`config.mk`:
```
export PLATFORM = sky130hd
export DESIGN_NAME = blockram_port_requester
export DESIGN_NICKNAME = d
export VERILOG_FILES = /design/src/rtl/blockram_port_requester_pkg.sv /design/src/rtl/blockram_response_fifo.sv /design/src/rtl/blockram_port_requester.sv
export SDC_FILE = /design/constraint.sdc
export NUM_CORES = 1
export LEC_CHECK = 0
export ABC_AREA = 1
export CORE_MARGIN = 1.5
export CORE_UTILIZATION = 30
export CTS_BUF_LIST = sky130_fd_sc_hd__clkbuf_8
export DETAILED_ROUTE_END_ITERATION = 8
export PLACE_DENSITY = 0.54
export SLEW_MARGIN = 40
export SYNTH_ARGS = -nofsm -noshare
export SYNTH_HDL_FRONTEND = slang
export SYNTH_SLANG_ARGS = --single-unit
```
`constraint.sdc`:
```
create_clock -name clk_in -period 3.8 [get_ports clk_in]
set_input_delay 1.14 -clock clk_in [delete_from_list [all_inputs] [get_ports clk_in]]
set_output_delay 1.14 -clock clk_in [all_outputs]
set_load 0.05 [all_outputs]
```
`src/rtl/blockram_port_requester_pkg.sv`:
```
// ============================================================================
// Module  : blockram_port_requester_pkg
// Brief   : Shared constants and helpers for the blockram port requester.
// Revision: 1.0
// ============================================================================
`default_nettype none

package blockram_port_requester_pkg;

    localparam int BYTE_LEN_IN_BITS = 8;

    // Pointer width that stays legal for a single-entry buffer.
    function automatic int ptr_width(input int depth);
        return (depth > 1) ? $clog2(depth) : 1;
    endfunction

endpackage

`default_nettype wire

```
`src/rtl/blockram_response_fifo.sv`:
```
// ============================================================================
// Module  : blockram_response_fifo
// Brief   : Small register-based FIFO with combinational head, modulo-DEPTH pointers.
// Revision: 1.0
// ============================================================================
`default_nettype none

module blockram_response_fifo
    import blockram_port_requester_pkg::*;
#(
    parameter int DEPTH = 4,
    parameter int WIDTH = 64
) (
    input  logic                         clk,
    input  logic                         rst_n,
    input  logic                         i_push,
    input  logic [WIDTH-1:0]             i_push_data,
    input  logic                         i_pop,
    output logic [WIDTH-1:0]             o_head,
    output logic                         o_full,
    output logic                         o_empty,
    output logic [$clog2(DEPTH+1)-1:0]   o_count
);

    localparam int c_PTR_W = ptr_width(DEPTH);
    localparam int c_CNT_W = $clog2(DEPTH + 1);

    logic [WIDTH-1:0]   r_mem [DEPTH];
    logic [c_PTR_W-1:0] r_wr_ptr;
    logic [c_PTR_W-1:0] r_rd_ptr;
    logic [c_CNT_W-1:0] r_count;

    logic w_do_pop;
    logic w_do_push;

    function automatic logic [c_PTR_W-1:0] next_ptr(input logic [c_PTR_W-1:0] ptr);
        return (ptr == c_PTR_W'(DEPTH - 1)) ? '0 : ptr + 1'b1;
    endfunction

    // A pop frees the head slot in the same cycle, so push+pop at full is accepted.
    assign w_do_pop  = i_pop && (r_count != '0);
    assign w_do_push = i_push && ((r_count != c_CNT_W'(DEPTH)) || w_do_pop);

    always_ff @(posedge clk or negedge rst_n) begin
        if (!rst_n) begin
            for (int i = 0; i < DEPTH; i++) begin
                r_mem[i] <= '0;
            end
            r_wr_ptr <= '0;
            r_rd_ptr <= '0;
            r_count  <= '0;
        end else begin
            if (w_do_push) begin
                r_mem[r_wr_ptr] <= i_push_data;
                r_wr_ptr        <= next_ptr(r_wr_ptr);
            end
            if (w_do_pop) begin
                r_rd_ptr <= next_ptr(r_rd_ptr);
            end
            case ({w_do_push, w_do_pop})
                2'b10:   r_count <= r_count + 1'b1;
                2'b01:   r_count <= r_count - 1'b1;
                default: r_count <= r_count;
            endcase
        end
    end

    assign o_head  = r_mem[r_rd_ptr];
    assign o_full  = (r_count == c_CNT_W'(DEPTH));
    assign o_empty = (r_count == '0);
    assign o_count = r_count;

endmodule

`default_nettype wire

```
`src/rtl/blockram_port_requester.sv`:
```
// ============================================================================
// Module  : blockram_port_requester
// Brief   : Client-side requester for one blockram port with credit-gated read buffering.
// Revision: 1.0
// ============================================================================
`default_nettype none

module blockram_port_requester
    import blockram_port_requester_pkg::*;
#(
    parameter int SINGLE_ENTRY_SIZE_IN_BITS = 64,
    parameter int NUM_SET                   = 64,
    parameter int SET_PTR_WIDTH_IN_BITS     = $clog2(NUM_SET),
    parameter int WRITE_MASK_LEN            = SINGLE_ENTRY_SIZE_IN_BITS / BYTE_LEN_IN_BITS,
    parameter int RAM_READ_LATENCY          = 2,
    parameter int RESP_DEPTH                = 4
) (
    input  logic                                 clk_in,
    input  logic                                 reset_n_in,
    input  logic                                 request_valid_in,
    output logic                                 request_ready_out,
    input  logic [WRITE_MASK_LEN-1:0]            request_write_en_in,
    input  logic [SET_PTR_WIDTH_IN_BITS-1:0]     request_set_addr_in,
    input  logic [SINGLE_ENTRY_SIZE_IN_BITS-1:0] request_write_entry_in,
    output logic                                 response_valid_out,
    input  logic                                 response_ready_in,
    output logic [SINGLE_ENTRY_SIZE_IN_BITS-1:0] response_entry_out,
    output logic                                 ram_access_en_out,
    output logic [WRITE_MASK_LEN-1:0]            ram_write_en_out,
    output logic [SET_PTR_WIDTH_IN_BITS-1:0]     ram_access_set_addr_out,
    output logic [SINGLE_ENTRY_SIZE_IN_BITS-1:0] ram_write_entry_out,
    input  logic [SINGLE_ENTRY_SIZE_IN_BITS-1:0] ram_read_entry_in,
    input  logic                                 ram_read_valid_in,
    output logic                                 protocol_error_out
);

    localparam int c_CNT_W = $clog2(RESP_DEPTH + 1);

    logic                                 r_live;
    logic                                 r_access_en;
    logic [WRITE_MASK_LEN-1:0]            r_write_en;
    logic [SET_PTR_WIDTH_IN_BITS-1:0]     r_set_addr;
    logic [SINGLE_ENTRY_SIZE_IN_BITS-1:0] r_write_entry;
    logic [RAM_READ_LATENCY-1:0]          r_rd_pipe;
    logic [c_CNT_W-1:0]                   r_outstanding;
    logic                                 r_protocol_error;

    logic                                 w_accept;
    logic                                 w_accept_read;
    logic                                 w_issue_read;
    logic                                 w_push;
    logic                                 w_pop;
    logic                                 w_fifo_full;
    logic                                 w_fifo_empty;
    logic [c_CNT_W-1:0]                   w_fifo_count;
    logic                                 w_unused_fifo_flags;

    // Outstanding counts reads from accept until their response is popped, which
    // equals in-flight plus buffered; it never exceeds the buffer depth.
    assign request_ready_out  = r_live && (r_outstanding < c_CNT_W'(RESP_DEPTH));
    assign w_accept           = request_valid_in && request_ready_out;
    assign w_accept_read      = w_accept && (request_write_en_in == '0);
    assign w_issue_read       = r_access_en && (r_write_en == '0);
    assign w_push             = r_rd_pipe[RAM_READ_LATENCY-1];
    assign response_valid_out = (w_fifo_count != '0);
    assign w_pop              = response_valid_out && response_ready_in;

    always_ff @(posedge clk_in or negedge reset_n_in) begin
        if (!reset_n_in) begin
            r_live        <= 1'b0;
            r_access_en   <= 1'b0;
            r_write_en    <= '0;
            r_set_addr    <= '0;
            r_write_entry <= '0;
        end else begin
            r_live <= 1'b1;
            if (w_accept) begin
                r_access_en   <= 1'b1;
                r_write_en    <= request_write_en_in;
                r_set_addr    <= request_set_addr_in;
                r_write_entry <= request_write_entry_in;
            end else begin
                r_access_en   <= 1'b0;
                r_write_en    <= '0;
                r_set_addr    <= '0;
                r_write_entry <= '0;
            end
        end
    end

    // Read tags track RAM latency; the last stage marks the cycle data is valid.
    always_ff @(posedge clk_in or negedge reset_n_in) begin
        if (!reset_n_in) begin
            r_rd_pipe <= '0;
        end else begin
            r_rd_pipe[0] <= w_issue_read;
            for (int i = 1; i < RAM_READ_LATENCY; i++) begin
                r_rd_pipe[i] <= r_rd_pipe[i-1];
            end
        end
    end

    always_ff @(posedge clk_in or negedge reset_n_in) begin
        if (!reset_n_in) begin
            r_outstanding <= '0;
        end else begin
            case ({w_accept_read, w_pop})
                2'b10:   r_outstanding <= r_outstanding + 1'b1;
                2'b01:   r_outstanding <= r_outstanding - 1'b1;
                default: r_outstanding <= r_outstanding;
            endcase
        end
    end

    always_ff @(posedge clk_in or negedge reset_n_in) begin
        if (!reset_n_in) begin
            r_protocol_error <= 1'b0;
        end else if (w_push && !ram_read_valid_in) begin
            r_protocol_error <= 1'b1;
        end
    end

    blockram_response_fifo #(
        .DEPTH (RESP_DEPTH),
        .WIDTH (SINGLE_ENTRY_SIZE_IN_BITS)
    ) u_resp_fifo (
        .clk         (clk_in),
        .rst_n       (reset_n_in),
        .i_push      (w_push),
        .i_push_data (ram_read_entry_in),
        .i_pop       (w_pop),
        .o_head      (response_entry_out),
        .o_full      (w_fifo_full),
        .o_empty     (w_fifo_empty),
        .o_count     (w_fifo_count)
    );

    // Credit gating makes the full/empty flags redundant here.
    assign w_unused_fifo_flags = w_fifo_full ^ w_fifo_empty;

    assign ram_access_en_out       = r_access_en;
    assign ram_write_en_out        = r_write_en;
    assign ram_access_set_addr_out = r_set_addr;
    assign ram_write_entry_out     = r_write_entry;
    assign protocol_error_out      = r_protocol_error;

endmodule

`default_nettype wire

```
==> insert_results.sql <==
INSERT INTO impl_metrics (metric_group, metric, value, unit) VALUES
('outcome', 'status', 'complete, no violations', ''),
('final_layout', 'antenna_cells', '0', ''),
('sta', 'finalClockSkew', '0.0220', 'ns'),
('logic_synthesis', 'yosysUniqueCellTypes', '27', ''),
('sta', 'timing_hold_violations_final', '0', ''),
('sta', 'report.final.setup_viol', '0', ''),
('drt', 'route.detailed.drc', '0', ''),
('clock_network', 'cts.root.buffer_cell', 'sky130_fd_sc_hd__clkbuf_8', ''),
('grt', 'grt_overflow_total', '0', ''),
('clock_network', 'worstSkewPairLatency', '0.66', 'ns'),
('power_and_ir_drop', 'p_comb_share', '52.7', '%'),
('setup_path', 'worst_ep_arrival_time', '2.56', 'ns'),
('sta', 'post-route-period-util', '97.4', '%'),
('setup_path', 'critical_path.endpoint_type', 'primary output', ''),
('logic_synthesis', 'synth_top_area_share', '55.4', '%'),
('drt', 'route.top_layer_used', 'met5', ''),
('clock_network', 'clock_tree_from_tritoncts', 'yes', ''),
('final_layout', 'area_growth', '32.9', '%'),
('logic_synthesis', 'netlist_top_cells_area', 'sky130_fd_sc_hd__dfrtp_1 55%, sky130_fd_sc_hd__nand2_1 13%, sky130_fd_sc_hd__nand4_1 10%', ''),
('sta', 'grt_setup_unrepaired', 'false', ''),
('drt', 'antenna_violating_nets_post_route', '0', ''),
('sta', 'fin_ws', '0.0985', 'ns'),
('clock_network', 'cts.repair.resized', '0', ''),
('drt', 'route.met2.wl', '23800', 'µm'),
('grt', 'wire_length_of_the_first_global_routing_pass', '82500', 'µm'),
('setup_path', 'worst-r2r-setup-slack', '1.64', 'ns'),
('final_layout', 'highest_count_cells_in_the_layout_ignoring_fill_and_taps', '527 x sky130_fd_sc_hd__nand2_1, 346 x sky130_fd_sc_hd__dfrtp_1, 258 x sky130_fd_sc_hd__nand4_1', ''),
('setup_path', 'critical_path.max_fanout', '130', ''),
('power_and_ir_drop', 'netSwitchingFraction', '44.7', '%'),
('setup_path', 'reg2reg_to', 'u_resp_fifo.r_mem[205]', ''),
('placement', 'place.detailed.hpwl', '29800', 'µm'),
('final_layout', 'num-nets-final', '2214', ''),
('placement', 'routabilityCongestion', '0.767', ''),
('floorplanning', 'start_util', '30.6', '%'),
('sta', 'timing.final.max_slew_violations', '0', ''),
('power_and_ir_drop', 'power.net_switching', '0.00874', 'W'),
('final_layout', 'layout_cell_share_with_drive_strength_beyond_1', '9.62', '%'),
('final_layout', 'most_common_cell_after_layout_fill_and_taps_aside', 'sky130_fd_sc_hd__nand2_1', ''),
('drt', 'drt-vias-per-instance', '5.05', ''),
('worst_hold_path', 'timing.hold.worst.class', 'flop to flop', ''),
('placement', 'port_buffers', '292', ''),
('drt', 'drtIter0Drc', '1131', ''),
('grt', 'initial_antenna_violation_count', '2', ''),
('drt', 'routed-via-count', '14000', ''),
('drt', 'routed-wl-met3', '4410', 'µm'),
('sta', 'final_period_minus_worst_setup_slack', '3.70', 'ns'),
('clock_network', 'clock_pin_transition_on_the_worst_setup_and_hold_timing_paths', '0.06', 'ns'),
('setup_path', 'reg2reg_from', 'u_resp_fifo.r_wr_ptr[0]', ''),
('setup_path', 'worstRegToRegCells', '5', ''),
('logic_synthesis', 'synth_fp_nets', '1987', ''),
('clock_network', 'cts.sink_count', '349', ''),
('logic_synthesis', 'yosysWarnings', '0', ''),
('flow_run', 'max-cap-violations', '0', ''),
('worst_hold_path', 'hold_end', 'r_rd_pipe[1]', ''),
('drt', 'routedLengthMet1', '22500', 'µm'),
('power_and_ir_drop', 'p_leak', '10.4', 'nW'),
('power_and_ir_drop', 'vdd_ir_drop_max', '0.431', 'mV'),
('drt', 'drt_wl_total', '51900', 'µm'),
('setup_path', 'timing.setup.critical_path_class', 'flop to primary output', ''),
('floorplanning', 'floorplan.die_area', '54000', 'µm²'),
('logic_synthesis', 'synth_sequential_area_ratio', '55.4', '%'),
('power_and_ir_drop', 'cell_internal_pwr', '0.0108', 'W'),
('floorplanning', 'pin_count', '293', ''),
('sta', 'fmax', '270', 'MHz'),
('sta', 'timing.setup.tns', '0', 'ns'),
('grt', 'grt_usage', '19.4', '%'),
('power_and_ir_drop', 'clock_power_share', '18.2', '%'),
('sta', 'max_slew_margin', '43.4', '%'),
('logic_synthesis', 'netlist.top_cell.by_area', 'sky130_fd_sc_hd__dfrtp_1', ''),
('placement', 'dp_worst_setup_slack', '0.571', 'ns'),
('worst_hold_path', 'hold_path.startpoint', 'r_rd_pipe[0]', '');
## power by group through the flow
stage / logic, W / clock network [W] / registers [W]
floorplan: 0.00565 / 0 / 0.00581
global placement: 0.0103 / 0 / 0.00569
detailed placement: 0.0104 / 0 / 0.00573
CTS: 0.0104 / 0.00368 / 0.00568
global route: 0.0111 / 0.00385 / 0.00584
finish: 0.0103 / 0.00356 / 0.00569
## worst max-delay path, stage by stage (launching register included)
cell and delay [ns]:
sky130_fd_sc_hd__dfrtp_4 0.44, sky130_fd_sc_hd__buf_12 0.45, sky130_fd_sc_hd__o21ai_0 0.19, sky130_fd_sc_hd__o22ai_1 0.49
sky130_fd_sc_hd__buf_12 0.21
## cell usage after synthesis (all sizes together)
library cell    n
inv            98
buf           122
or2             1
o22ai          64
xnor2           2
o21bai          1
conb            1
ha              7
nand4         258
a21oi           1
xor2            2
nor2          216
o21ai         133
clkbuf         37
dfrtp         349
fa              2
nand2         529
nand3           8
## kinds of logic (layout without fill, tap and decap cells)
group | Yosys count | in the layout | share of synthesized area (%)
other cells | 1 | 1 | 0.0238
flops | 349 | 349 | 55.4
xor+xnor | 4 | 4 | 0.222
buf+inv | 257 | 525 | 8.09
simple gates | 1012 | 1012 | 28.7
fa+ha+maj | 9 | 9 | 0.809
compound gates | 199 | 199 | 6.84
## how the worst max path moves through the flow
| stage | slack [ns] | end | cells past startpoint | from |
|---|---|---|---|---|
| floorplan | 0.90 | response_entry_out[34] | 6 | u_resp_fifo.r_rd_ptr[0] |
| global route | 0.01 | response_entry_out[2] | 5 | u_resp_fifo.r_rd_ptr[0] |
| global placement | 0.55 | u_resp_fifo.o_count[2] | 9 | response_ready_in |
| CTS | 0.09 | response_entry_out[2] | 5 | u_resp_fifo.r_rd_ptr[0] |
| finish | 0.1 | response_entry_out[2] | 4 | u_resp_fifo.r_rd_ptr[0] |
| detailed placement | 0.57 | u_resp_fifo.o_count[2] | 10 | response_ready_in |
## state kept, by name, summed over array words and instances, names as in the netlist
register                 cells
r_rd_pipe                    2
u_resp_fifo.o_count          3
r_outstanding                3
u_resp_fifo.r_mem          256
u_resp_fifo.r_wr_ptr         2
protocol_error_out           1
ram_access_en_out            1
r_live                       1
ram_access_set_addr_out      6
ram_write_entry_out         64
u_resp_fifo.r_rd_ptr         2
ram_write_en_out             8
## stage by stage
stage	instances	hold WS, ns	total power, W	utilization, %	cell area [µm²]
3_3_place_gp	2675	0.335	0.0160	38.2	19700
4_1_cts	2779	0.353	0.0198	40.6	21000
3_5_place_dp	2675	0.339	0.0161	38.2	19700
5_1_grt	2779	0.368	0.0208	40.6	21000
2_1_floorplan	1831	0.331	0.0115	-	15800
6_report	2779	0.352	0.0196	40.6	21000
## metal layers
layer | track usage, % | up-vias
met5 | 0 | -
met4 | 6.19 | 4
met3 | 5.33 | 96
met2 | 30.4 | 553
met1 | 25.9 | 6827
li1 | - | 6557
## final cells by class
class | instances | area [µm²]
Fill cell | 5136 | 30700
Sequential cell | 349 | 8740
Multi-Input combinational cell | 1225 | 5830
Timing Repair Buffer | 323 | 3930
Clock buffer | 78 | 1070
Tap cell | 680 | 851
Inverter | 98 | 370
Clock inverter | 26 | 171
Note: power is estimated with default switching activity, not from simulation.
